===== src/rtl/clk_tick_pkg.sv =====
// ---------------------------------------------------------------------------
// clk_tick_pkg
// Shared constants and helpers for the clock-enable generator.
//   CNT_W_DEF : default counter/divisor width (25 bits covers 20 ms at 50 MHz)
//   MAX_CH    : largest supported channel count
//   MAX_W     : widest divisor the helper functions can extract
//   div_of    : pull channel i's divisor out of a packed divisor list
//   div_sane  : map a zero divisor to 1 so every channel always makes progress
// ---------------------------------------------------------------------------
package clk_tick_pkg;

  localparam int CNT_W_DEF = 25;
  localparam int MAX_CH    = 8;
  localparam int MAX_W     = 32;

  // The list is passed zero-extended to the widest possible packing so one
  // function serves every NUM_CH/CNT_W combination.
  function automatic logic [MAX_W-1:0] div_of(input logic [MAX_CH*MAX_W-1:0] list,
                                              input int i, input int w);
    logic [MAX_W-1:0] d;
    d = '0;
    for (int b = 0; b < MAX_W; b++) begin
      if (b < w) d[b] = list[i*w + b];
    end
    return d;
  endfunction

  function automatic logic [MAX_W-1:0] div_sane(input logic [MAX_W-1:0] d);
    return (d == '0) ? MAX_W'(1) : d;
  endfunction

endpackage


===== src/rtl/clk_tick_chan.sv =====
// ---------------------------------------------------------------------------
// clk_tick_chan
// One divider channel: counts source events and emits a one-cycle tick plus a
// square wave that toggles on every tick.
//   clk_i   : system clock
//   rst_i   : synchronous reset (all state to 0)
//   clr_i   : synchronous restart, same effect as rst_i
//   load_i  : a new divisor is being loaded; restart the count, hold sq
//   en_i    : count enable
//   src_i   : source event for this cycle
//   div_i   : divisor, must be non-zero
//   tick_o  : one-cycle strobe every div_i source events
//   sq_o    : square wave, period 2*div_i source events
// ---------------------------------------------------------------------------
module clk_tick_chan
  import clk_tick_pkg::*;
#(
  parameter int CNT_W = CNT_W_DEF
) (
  input  logic             clk_i,
  input  logic             rst_i,
  input  logic             clr_i,
  input  logic             load_i,
  input  logic             en_i,
  input  logic             src_i,
  input  logic [CNT_W-1:0] div_i,
  output logic             tick_o,
  output logic             sq_o
);

  logic [CNT_W-1:0] cnt_q, cnt_d;
  logic             tick_q, tick_d;
  logic             sq_q, sq_d;
  logic [CNT_W-1:0] div_m1;

  assign div_m1 = div_i - CNT_W'(1);

  always_comb begin
    cnt_d  = cnt_q;
    tick_d = 1'b0;
    sq_d   = sq_q;
    if (load_i) begin
      cnt_d = '0;
    end else if (en_i && src_i) begin
      // >= rather than == keeps the counter bounded even if the divisor
      // ever shrinks beneath the running count.
      if (cnt_q >= div_m1) begin
        cnt_d  = '0;
        tick_d = 1'b1;
        sq_d   = ~sq_q;
      end else begin
        cnt_d = cnt_q + CNT_W'(1);
      end
    end
  end

  always_ff @(posedge clk_i) begin
    if (rst_i || clr_i) begin
      cnt_q  <= '0;
      tick_q <= 1'b0;
      sq_q   <= 1'b0;
    end else begin
      cnt_q  <= cnt_d;
      tick_q <= tick_d;
      sq_q   <= sq_d;
    end
  end

  assign tick_o = tick_q;
  assign sq_o   = sq_q;

endmodule


===== src/rtl/clk_tick_gen.sv =====
// ---------------------------------------------------------------------------
// clk_tick_gen
// Multi-channel clock-enable generator. Every channel divides either CLK or
// (when CASCADE=1) the previous channel's TICK, producing a one-cycle TICK
// strobe and a 50 % SQ wave. Everything stays in the CLK domain.
//   CLK      : system clock
//   RST      : synchronous active-high reset
//   EN       : per-channel count enable
//   CLR      : synchronous restart of all channels (keeps loaded divisors)
//   TICK     : per-channel one-cycle strobe
//   SQ       : per-channel square wave
// Optional (macro CLK_TICK_DIV_LOAD_EN):
//   LOAD     : write LOAD_DIV into channel LOAD_CH's divisor register
//   LOAD_CH  : target channel; values >= NUM_CH are ignored
//   LOAD_DIV : new divisor (0 stored as 1)
// Without the macro, divisors are constants taken from DIV_LIST.
// ---------------------------------------------------------------------------
module clk_tick_gen
  import clk_tick_pkg::*;
#(
  parameter int                        NUM_CH   = 2,
  parameter int                        CNT_W    = CNT_W_DEF,
  parameter logic [NUM_CH*CNT_W-1:0]   DIV_LIST = {25'd2000, 25'd500},
  parameter bit                        CASCADE  = 1'b1,
  localparam int                       LCH_W    = (NUM_CH > 1) ? $clog2(NUM_CH) : 1
) (
  input  logic              CLK,
  input  logic              RST,
  input  logic [NUM_CH-1:0] EN,
  input  logic              CLR,
`ifdef CLK_TICK_DIV_LOAD_EN
  input  logic              LOAD,
  input  logic [LCH_W-1:0]  LOAD_CH,
  input  logic [CNT_W-1:0]  LOAD_DIV,
`endif
  output logic [NUM_CH-1:0] TICK,
  output logic [NUM_CH-1:0] SQ
);

  localparam logic [MAX_CH*MAX_W-1:0] LIST_EXT = (MAX_CH*MAX_W)'(DIV_LIST);

  logic [NUM_CH-1:0] src;

  for (genvar gi = 0; gi < NUM_CH; gi++) begin : g_ch
    localparam logic [MAX_W-1:0] DIV_C = div_sane(div_of(LIST_EXT, gi, CNT_W));

    logic [CNT_W-1:0] div_w;
    logic             load_w;

    // Channel 0 always sees CLK; later channels see the parent's tick when
    // cascaded, so a frozen parent naturally stalls its children.
    if (gi == 0 || !CASCADE) begin : g_src_clk
      assign src[gi] = 1'b1;
    end else begin : g_src_casc
      assign src[gi] = TICK[gi-1];
    end

`ifdef CLK_TICK_DIV_LOAD_EN
    logic [CNT_W-1:0] div_q;

    // Out-of-range LOAD_CH matches no channel, so it is ignored for free.
    assign load_w = LOAD && !CLR && (int'(LOAD_CH) == gi);

    always_ff @(posedge CLK) begin
      if (RST) begin
        div_q <= DIV_C[CNT_W-1:0];
      end else if (load_w) begin
        div_q <= (LOAD_DIV == '0) ? CNT_W'(1) : LOAD_DIV;
      end
    end

    assign div_w = div_q;
`else
    assign load_w = 1'b0;
    assign div_w  = DIV_C[CNT_W-1:0];
`endif

    clk_tick_chan #(
      .CNT_W (CNT_W)
    ) u_chan (
      .clk_i  (CLK),
      .rst_i  (RST),
      .clr_i  (CLR),
      .load_i (load_w),
      .en_i   (EN[gi]),
      .src_i  (src[gi]),
      .div_i  (div_w),
      .tick_o (TICK[gi]),
      .sq_o   (SQ[gi])
    );
  end

endmodule


===== config.mk =====
export PLATFORM = sky130hd
export DESIGN_NAME = clk_tick_gen
export DESIGN_NICKNAME = d
export VERILOG_FILES = /design/src/rtl/clk_tick_pkg.sv /design/src/rtl/clk_tick_chan.sv /design/src/rtl/clk_tick_gen.sv
export SDC_FILE = /design/constraint.sdc
export NUM_CORES = 1
export LEC_CHECK = 0
export ABC_CLOCK_PERIOD_IN_PS = 3100
export CAP_MARGIN = 20
export CORE_UTILIZATION = 65
export CTS_BUF_LIST = sky130_fd_sc_hd__clkbuf_8
export CTS_CLUSTER_DIAMETER = 40
export DETAILED_ROUTE_END_ITERATION = 8
export PLACE_DENSITY = 0.83
export SLEW_MARGIN = 40
export SYNTH_ARGS = -nofsm -noshare
export SYNTH_HDL_FRONTEND = slang
export SYNTH_HIERARCHICAL = 1
export SYNTH_SLANG_ARGS = --single-unit

===== constraint.sdc =====
create_clock -name CLK -period 3.1 [get_ports CLK]
set_input_delay 0.775 -clock CLK [delete_from_list [all_inputs] [get_ports CLK]]
set_output_delay 0.775 -clock CLK [all_outputs]
set_load 0.02 [all_outputs]

# After elaboration in Yosys (flattened, before gate mapping)
# Index checks and enable logic that the tools add are counted.
# Widths: inputs -> output; s select.
[classes]
n_addsub = 2
multipliers = 0
div_mod_pow = 0
magnitude_cmp = 2
eq_ne = 0
shift = 0
mux = 4
bitwise = 4
n_reduce_logical = 6
[op_table]
columns = ["operator", "n"]
rows = [
  ["$add 25x1->25 const B", 2],
  ["$mux 25", 2],
  ["$ge 25x11->1 const B", 1],
  ["$ge 25x9->1 const B", 1],
  ["$not 1->1", 4],
  ["$reduce_and 2->1", 2],
  ["$reduce_or 2->1", 2],
  ["$mux 1", 2],
  ["$logic_and 1x1->1", 1],
  ["$logic_or 1x1->1", 1],
]
[word_totals]
register_bits = 54
latchBits = 0
mem_bits_rw = 0
romBits = 0
in_bits = 5
out_inout_bits = 4
wordCells = 24
mem_count = 0

# Longest topological paths before layout
# Gate-level depths: netlist of run 1.
[depth]
depth_word = 3
ltp_mapped = 15
ltp_nobuf = 14

# Modules after synthesis
# Netlist of run 1, hierarchy kept.
[by_module_without_submodules]
columns = ["module", "instances", "cells_per_inst", "area_per_inst_um2", "seq_area_each_um2"]
rows = [
  ["clk_tick_chan (g_ch[0].u_chan)", 1, 273, 2220.9, 540.5],
  ["clk_tick_chan (g_ch[1].u_chan)", 1, 266, 2199.6, 540.5],
  ["clk_tick_gen", 1, 2, 7.5, 0.0],
]

# Worst setup path before layout of run 1
# OpenSTA, ideal clock, no wires.
[synth_timing]
path_kind = "register to register"
start = "reg g_ch[1].u_chan.cnt_q[15]"
end = "reg g_ch[1].u_chan.cnt_q[13]"
setup_ns = 0.094
arrival_time_ns = 2.239
t_required_ns = 3.006
slack_ns = 0.767
stages_incl_launch_ff = 10
path_buffers = 1
period_less_slack_ns = 2.333
path_cell_list = "dfxtp_1 > ha_1 > a41o_1 > a21oi_1 > nor3_1 > a2111o_1 > a211oi_2 > buf_6 > nand3_4 > o311ai_2"
[synth_via]
elab_chain_len = 2
[synth_lines]
columns = ["item", "line", "rtl"]
rows = [
  ["start: declaration", "clk_tick_chan.sv:31", "logic [CNT_W-1:0] cnt_q, cnt_d;"],
  ["start signal: assignment", "clk_tick_chan.sv:63", "cnt_q <= cnt_d;"],
  ["$ge 25x11->1", "clk_tick_chan.sv:47", "if (cnt_q >= div_m1) begin"],
  ["$mux 25", "clk_tick_chan.sv:47", ""],
]
# Every way passes these cells.
# A chain may end at the register's enable or synchronous reset.

# Final worst setup path of run 1
[layout_timing]
start = "reg g_ch[1].u_chan.cnt_q[14]"
end = "reg g_ch[1].u_chan.sq_q"
[layout_via]
elab_chain_len = 2
[layout_lines]
columns = ["item", "line", "rtl"]
rows = [
  ["$ge 25x11->1", "clk_tick_chan.sv:47", ""],
  ["$reduce_and 2->1 (no line)", "n/a", ""],
  ["end signal: assignment", "clk_tick_chan.sv:65", "sq_q <= sq_d;"],
  ["end: declaration", "clk_tick_chan.sv:33", "logic sq_q, sq_d;"],
]
# Every way passes these cells.

==> results.cfg, run 1 <==
[synth]
netlist_area_um2 = 4430
synth.distinct_cells = 51
postSynthCellCount = 541
async_flop_share = 0
synth_area_leaders = dfxtp_1 24%, ha_1 15%, xnor2_1 11%
ys_warn_count = 6
seq_area_frac_synth = 0.244
synth_common_cells = 54 x dfxtp_1, 54 x ha_1, 54 x xnor2_1, 50 x nor2_1
postSynthAreaPerCell_um2 = 8.18
ys_seq_elements = 54
synth_ff_type = dfxtp_1
synth_top_area_share = 0.244
synth_edf_count = 0
yosysTopAreaCell = dfxtp_1

[sta]
finalSetupTns_ns = 0
setup_slack_ns = 0.286
drv_slew = 0
hold_violations = 0
setup_viol = 0
fmax_mhz = 355
timing.slew.headroom = 0.495
grt_setup_unrepaired = false
finalCritPeriodShare = 0.908
final.setup_skew_ns = 0.0128
tightestPinTransition_ns = 0.757
min_period_ns = 2.81

[critical_path]
path_depth = 9
critPathSlowestCell = a211oi_2
cp.required_ns = 3.33
critical-path-max-stage-delay_ns = 0.66
worstPathMaxFanout = 9
cp-end-kind = flop
crit_arrival_ns = 3.04
critPathKind = reg2reg
cp_num_buf_inv = 1
crit_chain = ha_1 -> a41o_1 -> a21oi_1 -> nor3_1 -> a2111o_1 -> a211oi_2 -> buf_4 -> o31ai_1 -> a211oi_1
cp_top_family = compound AO/OA/AOI/OAI gates
critPathLaunchType = flop
rr_worst_depth = 9

[power_and_ir_drop]
p_leak_uw = 0.00222
clock_power_share = 0.407
combPwrFrac = 0.104
seqPwrFrac = 0.488
p_sw_uw = 327
internal_power_uw = 1090
p_per_area_nw_per_um2 = 266
switching_share = 0.230
ir_worst_vdd_mv = 0.189

[drt]
viasPerCell = 5.27
routed_wl_mm = 10.1
wl_per_cell_um = 12.8
drc = 2
ant_nets = 0
num_vias = 4163
dr.pass1.iters = 6
first_iter_violations = 160

[floorplanning]
start_util = 0.686
io_pins = 9
die_h_um = 84.5
die_w_um = 84.5
core_region_area_um2 = 6460
rows = 29
die_area_um2 = 7150

[global_route]
overflow = 0
grt_pass1_wl_mm = 18.0
track_usage = 0.308
antenna_found_initial = 0
grt_pass1_vias = 4090
grt_max_degree = 27

[layout]
n_antenna_cell = 0
layout-drive-gt1-share = 0.0561
fillers = 443
syn2layout_area_growth_pct = 20.8
multi_input_area_um2 = 3840
final-seq-area_um2 = 1080
nets = 771

[outcome]
outcome = complete, but fails checks
failed_checks = DRC

[clocking]
postCtsSetupBuffers = 0
root_buffer = clkbuf_8
clkTransAtPathRegs_ns = 0.10
ctsResizeCount = 0
cts_buffer_depth = 2
h-tree-depth = 2
clkLatencyLatePin_ns = 0.31
cts_made_buffers = 5
postCtsHoldBufs = 0
cts_tree = done
clkSinkCount = 54

[place]
pre_cts_ws_ns = 0.344
io_buffers = 8
gp_congestion = 0.886
dp_hpwl_mm = 7.89

[run]
maxCapViolCount = 0

[worst_hold_path]
holdPathStages = 2
hp-class = reg2reg
-- placed cells by master, fill, tap and decap left out, types with 5 or more instances in the layout --
cell type,netlist,final
a21oi_1,28,28
and3_1,5,5
buf_4,0,8
clkbuf_8,0,6
clkdlybuf4s50_1,0,8
conb_1,2,162
dfxtp_1,54,54
ha_1,54,54
inv_1,12,12
nand2_1,49,49
nand3_1,26,26
nand4_1,22,22
nor2_1,50,50
nor2b_1,7,7
nor3_1,49,49
nor4_1,11,11
o21ai_0,9,9
or3_1,5,5
or4_1,8,8
xnor2_1,54,54
xor2_1,31,31
-- state kept, by name, summed over array words and instances (netlist names) --
signal and cells:
g_ch.u_chan/sq_o 2, g_ch.u_chan/tick_o 2, g_ch.u_chan/cnt_q 50
-- logic make-up (layout without fill, tap and decap cells) --
family,after synthesis,after routing,share of synthesized area
mux,1,1,0.00226
compound gates,62,62,0.0975
simple gates,259,259,0.311
xor+xnor,85,85,0.168
other cells,2,162,0.00170
flops,54,54,0.244
fa+ha+maj,54,54,0.153
buf+inv,24,36,0.0232
-- worst min-delay path, cell delays in order, from the launching register on --
cell and delay [ns]:
dfxtp_1 0.33, nand2_1 0.05, mux2i_1 0.06
-- power by group through the flow --
| stage | logic (uW) | clock network [uW] | registers [uW] |
|---|---|---|---|
| 6_report | 148 | 579 | 694 |
| 5_1_grt | 175 | 609 | 694 |
| 4_1_cts | 136 | 587 | 694 |
| 3_5_place_dp | 135 | 0 | 710 |
| 3_3_place_gp | 131 | 0 | 710 |
| 2_1_floorplan | 113 | 0 | 710 |
-- per-stage QoR --
stage	instances	hold WS (ns)	cell area, um2	utilization	total power, uW
after global placement	782	0.461	5210	0.806	841
after global routing	790	0.537	5350	0.828	1480
final	790	0.487	5350	0.828	1420
after floorplan	701	0.478	5030	-	823
after CTS	790	0.494	5350	0.828	1420
after detailed placement	782	0.474	5210	0.806	845
-- routing by layer --
metal	vias to the layer above	part of all wire	global-route usage
li1	2147	-	-
met4	0	0.016	0.0986
met1	1909	0.46	0.394
met3	18	0.041	0.0423
met2	89	0.48	0.537
met5	-	0	0
-- final timing paths --
path / slack (ns) / startpoint / endpoint
worst max-delay path: 0.29 / g_ch[1].u_chan/cnt_q[14]$_SDFFE_PP0P_ / g_ch[1].u_chan/sq_o$_SDFFE_PP0P_
worst min-delay path: 0.49 / g_ch[0].u_chan/sq_o$_SDFFE_PP0P_ / g_ch[0].u_chan/sq_o$_SDFFE_PP0P_
worst max register to register: 0.29 / g_ch[1].u_chan/cnt_q[14]$_SDFFE_PP0P_ / g_ch[1].u_chan/sq_o$_SDFFE_PP0P_
worst min register to register: 0.49 / g_ch[0].u_chan/sq_o$_SDFFE_PP0P_ / g_ch[0].u_chan/sq_o$_SDFFE_PP0P_
-- final cells by class --
class | instances | area share
clock buffer | 6 | 0.0154
clock inverter | 2 | 0.0112
inverter | 12 | 0.00842
multi-input combinational | 623 | 0.719
sequential | 54 | 0.202
tap | 77 | 0.0180
timing repair buffer | 16 | 0.0262
Note: power is estimated with default switching activity, not from simulation.
==> run 2, diff against run 1 <==
--- a/config.mk
+++ b/config.mk
@@ -12,6 +12,7 @@
 export CTS_CLUSTER_DIAMETER = 40
 export DETAILED_ROUTE_END_ITERATION = 8
 export PLACE_DENSITY = 0.83
+export REMOVE_ABC_BUFFERS = 1
 export SLEW_MARGIN = 40
 export SYNTH_ARGS = -nofsm -noshare
 export SYNTH_HDL_FRONTEND = slang
==> results.cfg, run 2 (same netlist as run 1, synthesis figures left out) <==
[sta]
final.setup_skew_ns = 0.0130
drv_slew = 0
tightestPinTransition_ns = 0.722
hold_violations = 0
setup_slack_ns = 0.369
finalCritPeriodShare = 0.881
min_period_ns = 2.73
finalSetupTns_ns = 0
fmax_mhz = 366
setup_viol = 0
timing.slew.headroom = 0.514
grt_setup_unrepaired = false

[power_and_ir_drop]
switching_share = 0.262
seqPwrFrac = 0.565
internal_power_uw = 906
p_per_area_nw_per_um2 = 232
power_uw = 1230
ir_worst_vdd_mv = 0.180
combPwrFrac = 0.119
p_leak_uw = 0.00219
clock_power_share = 0.316
p_sw_uw = 321

[global_route]
track_usage = 0.283
grt_pass1_wl_mm = 16.6
overflow = 0
grt_pass1_vias = 3854
grt_max_degree = 27
antenna_found_initial = 0

[drt]
drc = 0
ant_nets = 0
num_vias = 4104
first_iter_violations = 163
dr.pass1.iters = 4
viasPerCell = 5.20
routed_wl_mm = 9.32
wl_per_cell_um = 11.8

[floorplanning]
rows = 29
io_pins = 9
die_w_um = 84.5
die_h_um = 84.5
start_util = 0.686
die_area_um2 = 7150
core_region_area_um2 = 6460

[place]
pre_cts_ws_ns = 0.400
dp_hpwl_mm = 7.52
post-place-cells = 782
gp_congestion = 0.827
io_buffers = 8

[clocking]
cts_made_buffers = 5
postCtsSetupBuffers = 0
clkSinkCount = 54
clkTransAtPathRegs_ns = 0.10
clkLatencyLatePin_ns = 0.31
cts_buffer_depth = 2
cts_tree = done
h-tree-depth = 2
root_buffer = clkbuf_8
postCtsHoldBufs = 0
ctsResizeCount = 0

[layout]
final_cell_mix = 162 x conb_1, 54 x xnor2_1, 54 x ha_1, 54 x dfxtp_1, 50 x nor2_1
fillers = 450
top_register = g_ch.u_chan/cnt_q
largest_reg_flops = 50
nets = 771
syn2layout_area_growth_pct = 19.5
n_antenna_cell = 0
postLayoutCoreUtil = 0.819
final_common_cell = conb_1
instances_no_fill = 789
layout-drive-gt1-share = 0.0548

[critical_path]
cp.required_ns = 3.32
worstPathMaxFanout = 7
endpoint = g_ch[1].u_chan/cnt_q[15]$_SDFFE_PP0P_
cp_num_buf_inv = 1
crit_chain = ha_1 -> a41o_1 -> a21oi_1 -> nor3_1 -> a2111o_1 -> a211oi_2 -> buf_4 -> nand3_4 -> o311ai_2
cp-startpoint = g_ch[1].u_chan/cnt_q[15]$_SDFFE_PP0P_
timing.rr.start = g_ch[1].u_chan/cnt_q[15]$_SDFFE_PP0P_
cp_top_family = compound AO/OA/AOI/OAI gates
path_depth = 9
critPathSlowestCell = dfxtp_1
rr_worst_depth = 9
reg2reg_slack_ns = 0.37
critPathKind = reg2reg
timing.rr.end = g_ch[1].u_chan/cnt_q[15]$_SDFFE_PP0P_
cp-end-kind = flop
critPathLaunchType = flop
critical-path-max-stage-delay_ns = 0.48
crit_arrival_ns = 2.95

[worst_hold_path]
hp-class = reg2reg

[outcome]
outcome = finished clean

[run]
maxCapViolCount = 0
## run 2: how the worst min path moves through the flow
stage | endpoint | cells past startpoint | start | slack [ns]
2_1_floorplan | g_ch[0].u_chan/cnt_q[1]$_SDFFE_PP0P_ | 2 | g_ch[0].u_chan/cnt_q[1]$_SDFFE_PP0P_ | 0.48
3_3_place_gp | g_ch[0].u_chan/sq_o$_SDFFE_PP0P_ | 2 | g_ch[0].u_chan/sq_o$_SDFFE_PP0P_ | 0.46
3_5_place_dp | g_ch[1].u_chan/sq_o$_SDFFE_PP0P_ | 2 | g_ch[1].u_chan/sq_o$_SDFFE_PP0P_ | 0.49
4_1_cts | g_ch[1].u_chan/sq_o$_SDFFE_PP0P_ | 2 | g_ch[1].u_chan/sq_o$_SDFFE_PP0P_ | 0.50
5_1_grt | g_ch[1].u_chan/sq_o$_SDFFE_PP0P_ | 2 | g_ch[1].u_chan/sq_o$_SDFFE_PP0P_ | 0.53
6_report | g_ch[0].u_chan/sq_o$_SDFFE_PP0P_ | 2 | g_ch[0].u_chan/sq_o$_SDFFE_PP0P_ | 0.50
## run 2: per-stage QoR
| step | instance area [um2] | hold slack (ns) |
|---|---|---|
| floorplan | 4970 | 0.478 |
| global placement | 5210 | 0.463 |
| detailed placement | 5210 | 0.486 |
| CTS | 5290 | 0.502 |
| global route | 5290 | 0.532 |
| finish | 5290 | 0.503 |
## run 2: power groups by stage
stage | logic [uW] | clock network [uW] | registers [uW]
2_1_floorplan | 112 | 0 | 710
3_3_place_gp | 129 | 0 | 710
3_5_place_dp | 134 | 0 | 710
4_1_cts | 134 | 394 | 694
5_1_grt | 171 | 426 | 694
6_report | 146 | 388 | 694
## run 2: cell type report
cell class | instances | area (um2) | area share
Clock buffer | 5 | 68.8 | 0.0130
Multi-Input combinational cell | 623 | 3840 | 0.727
Inverter | 12 | 45.0 | 0.00851
Clock inverter | 2 | 13.8 | 0.00260
Tap cell | 77 | 96.3 | 0.0182
Sequential cell | 54 | 1080 | 0.204
Timing Repair Buffer | 16 | 140 | 0.0265
## run 2: worst register-to-register path: stages (launching register included)
cell      delay (ns)
dfxtp_1         0.48
ha_1            0.31
a41o_1          0.24
a21oi_1         0.12
nor3_1          0.06
a2111o_1        0.35
a211oi_2        0.44
buf_4           0.25
nand3_4         0.12
o311ai_2        0.26
## run 2: layer usage
metal,wire length [um],GRT usage
met4,111,0.0755
met2,4280,0.472
met1,4490,0.384
met3,437,0.0423
met5,0,0
==> run 3, diff against run 2 <==
--- a/config.mk
+++ b/config.mk
@@ -5,8 +5,9 @@
 export SDC_FILE = /design/constraint.sdc
 export NUM_CORES = 1
 export LEC_CHECK = 0
-export ABC_CLOCK_PERIOD_IN_PS = 3100
+export ABC_CLOCK_PERIOD_IN_PS = 3400
 export CAP_MARGIN = 20
+export CORE_ASPECT_RATIO = 1.2
 export CORE_UTILIZATION = 65
 export CTS_BUF_LIST = sky130_fd_sc_hd__clkbuf_8
 export CTS_CLUSTER_DIAMETER = 40
==> constraint.sdc (replaced) <==
create_clock -name CLK -period 3.4 [get_ports CLK]
set_input_delay 0.85 -clock CLK [delete_from_list [all_inputs] [get_ports CLK]]
set_output_delay 0.85 -clock CLK [all_outputs]
set_load 0.02 [all_outputs]
==> results.cfg, run 3 (same netlist as run 1, synthesis figures left out) <==
[outcome]
outcome = finished clean

[place]
dp_hpwl_mm = 7.63
io_buffers = 8
gp_congestion = 0.852

[power_and_ir_drop]
power_uw = 1140
p_per_area_nw_per_um2 = 215
ir_worst_vdd_mv = 0.212
p_leak_uw = 0.00220

[drt]
viasPerCell = 5.16
drc = 0
first_iter_violations = 137
dr.pass1.iters = 5
routed_wl_mm = 9.31
num_vias = 4110
wl_per_cell_um = 11.7
ant_nets = 0

[sta]
timing.slew.headroom = 0.588
setup_viol = 0
tightestPinTransition_ns = 0.612
finalCritPeriodShare = 0.769
fmax_mhz = 382
drv_slew = 0
hold_violations = 0
grt_setup_unrepaired = false
hold_ws_ns = 0.510
min_period_ns = 2.62
final.setup_skew_ns = 0.00784
finalSetupTns_ns = 0

[critical_path]
timing.rr.end = g_ch[0].u_chan/cnt_q[17]$_SDFFE_PP0P_
critPathKind = reg2reg
worstPathMaxFanout = 14
critPathSlowestCell = nor4_1
cp_top_family = simple AND/OR/NAND/NOR gates
crit_arrival_ns = 2.81
cp_num_buf_inv = 1
timing.rr.start = g_ch[0].u_chan/cnt_q[23]$_SDFFE_PP0P_
reg2reg_slack_ns = 0.78
crit_chain = ha_1 -> nand4_1 -> nor4_1 -> o211ai_1 -> a21oi_1 -> buf_4 -> nor3_1
rr_worst_depth = 7
critPathLaunchType = flop
cp.required_ns = 3.59
critical-path-max-stage-delay_ns = 0.61
cp-end-kind = flop

[clocking]
clkTransAtPathRegs_ns = 0.10
cts_buffer_depth = 2
postCtsSetupBuffers = 0
postCtsHoldBufs = 0
ctsResizeCount = 0
clkSinkCount = 54
root_buffer = clkbuf_8
cts_tree = done
h-tree-depth = 2
clkLatencyLatePin_ns = 0.30
cts_made_buffers = 5

[global_route]
grt_max_degree = 28
grt_pass1_wl_mm = 16.6
antenna_found_initial = 0
grt_pass1_vias = 4091
track_usage = 0.284
overflow = 0

[worst_hold_path]
holdPathStages = 2
holdPathEnd = g_ch[1].u_chan/sq_o$_SDFFE_PP0P_
worstHoldStart = g_ch[1].u_chan/sq_o$_SDFFE_PP0P_
hp-class = reg2reg

[floorplanning]
die_h_um = 92.4
rows = 32
io_pins = 9
start_util = 0.683
die_w_um = 77.3
core_region_area_um2 = 6490
die_area_um2 = 7150

[layout]
nets = 770
postLayoutCoreUtil = 0.818
final_cell_mix = 162 x conb_1, 54 x xnor2_1, 54 x ha_1, 54 x dfxtp_1, 50 x nor2_1
n_antenna_cell = 0
final_common_cell = conb_1
largest_reg_flops = 50
syn2layout_area_growth_pct = 19.8
layout-drive-gt1-share = 0.0534
top_register = g_ch.u_chan/cnt_q

[run]
maxCapViolCount = 0
[run 3: worst max-delay path by stage]
stage | start | endpoint | slack [ns] | depth (start not counted)
finish | g_ch[0].u_chan/cnt_q[23]$_SDFFE_PP0P_ | g_ch[0].u_chan/cnt_q[17]$_SDFFE_PP0P_ | 0.78 | 7
global route | g_ch[1].u_chan/cnt_q[15]$_SDFFE_PP0P_ | g_ch[1].u_chan/cnt_q[15]$_SDFFE_PP0P_ | 0.63 | 9
CTS | g_ch[1].u_chan/cnt_q[23]$_SDFFE_PP0P_ | g_ch[1].u_chan/sq_o$_SDFFE_PP0P_ | 0.77 | 8
detailed placement | EN[0] | g_ch[0].u_chan/cnt_q[21]$_SDFFE_PP0P_ | 0.57 | 6
global placement | EN[0] | g_ch[0].u_chan/cnt_q[23]$_SDFFE_PP0P_ | 0.60 | 6
floorplan | g_ch[0].u_chan/cnt_q[23]$_SDFFE_PP0P_ | g_ch[0].u_chan/tick_o$_SDFF_PP0_ | 0.87 | 6
[run 3: layout make-up]
| type | count | area [um2] |
|---|---|---|
| clock buffer | 6 | 82.6 |
| clock inverter | 2 | 12.5 |
| fill | 449 | 1180 |
| inverter | 12 | 45.0 |
| multi-input combinational | 623 | 3840 |
| sequential | 54 | 1080 |
| tap | 85 | 106 |
| timing repair buffer | 15 | 133 |
[run 3: through the flow]
step	area, um2	worst slack (ns)	instances
floorplan	4970	0.873	689
global placement	5210	0.603	789
detailed placement	5210	0.569	789
CTS	5310	0.773	797
global route	5310	0.633	797
finish	5310	0.785	797
[run 3: per-layer routing]
layer / GRT usage / wire length, um / vias to the layer above
li1: - / - / 2146
met1: 0.288 / 3730 / 1867
met2: 0.559 / 5060 / 71
met3: 0.0394 / 211 / 26
met4: 0.138 / 311 / 0
met5: 0 / 0 / -
[run 3: report_power, final]
group          internal (uW)  switching, uW  leakage, uW
registers                632          0.381     0.000435
logic                   51.7           82.1      0.00171
clock network            166            207    0.0000530
[run 3: worst reg2reg max path, stage by stage (launching register included)]
cell	delay (ns)
dfxtp_1	0.35
ha_1	0.33
nand4_1	0.19
nor4_1	0.61
o211ai_1	0.37
a21oi_1	0.33
buf_4	0.25
nor3_1	0.08
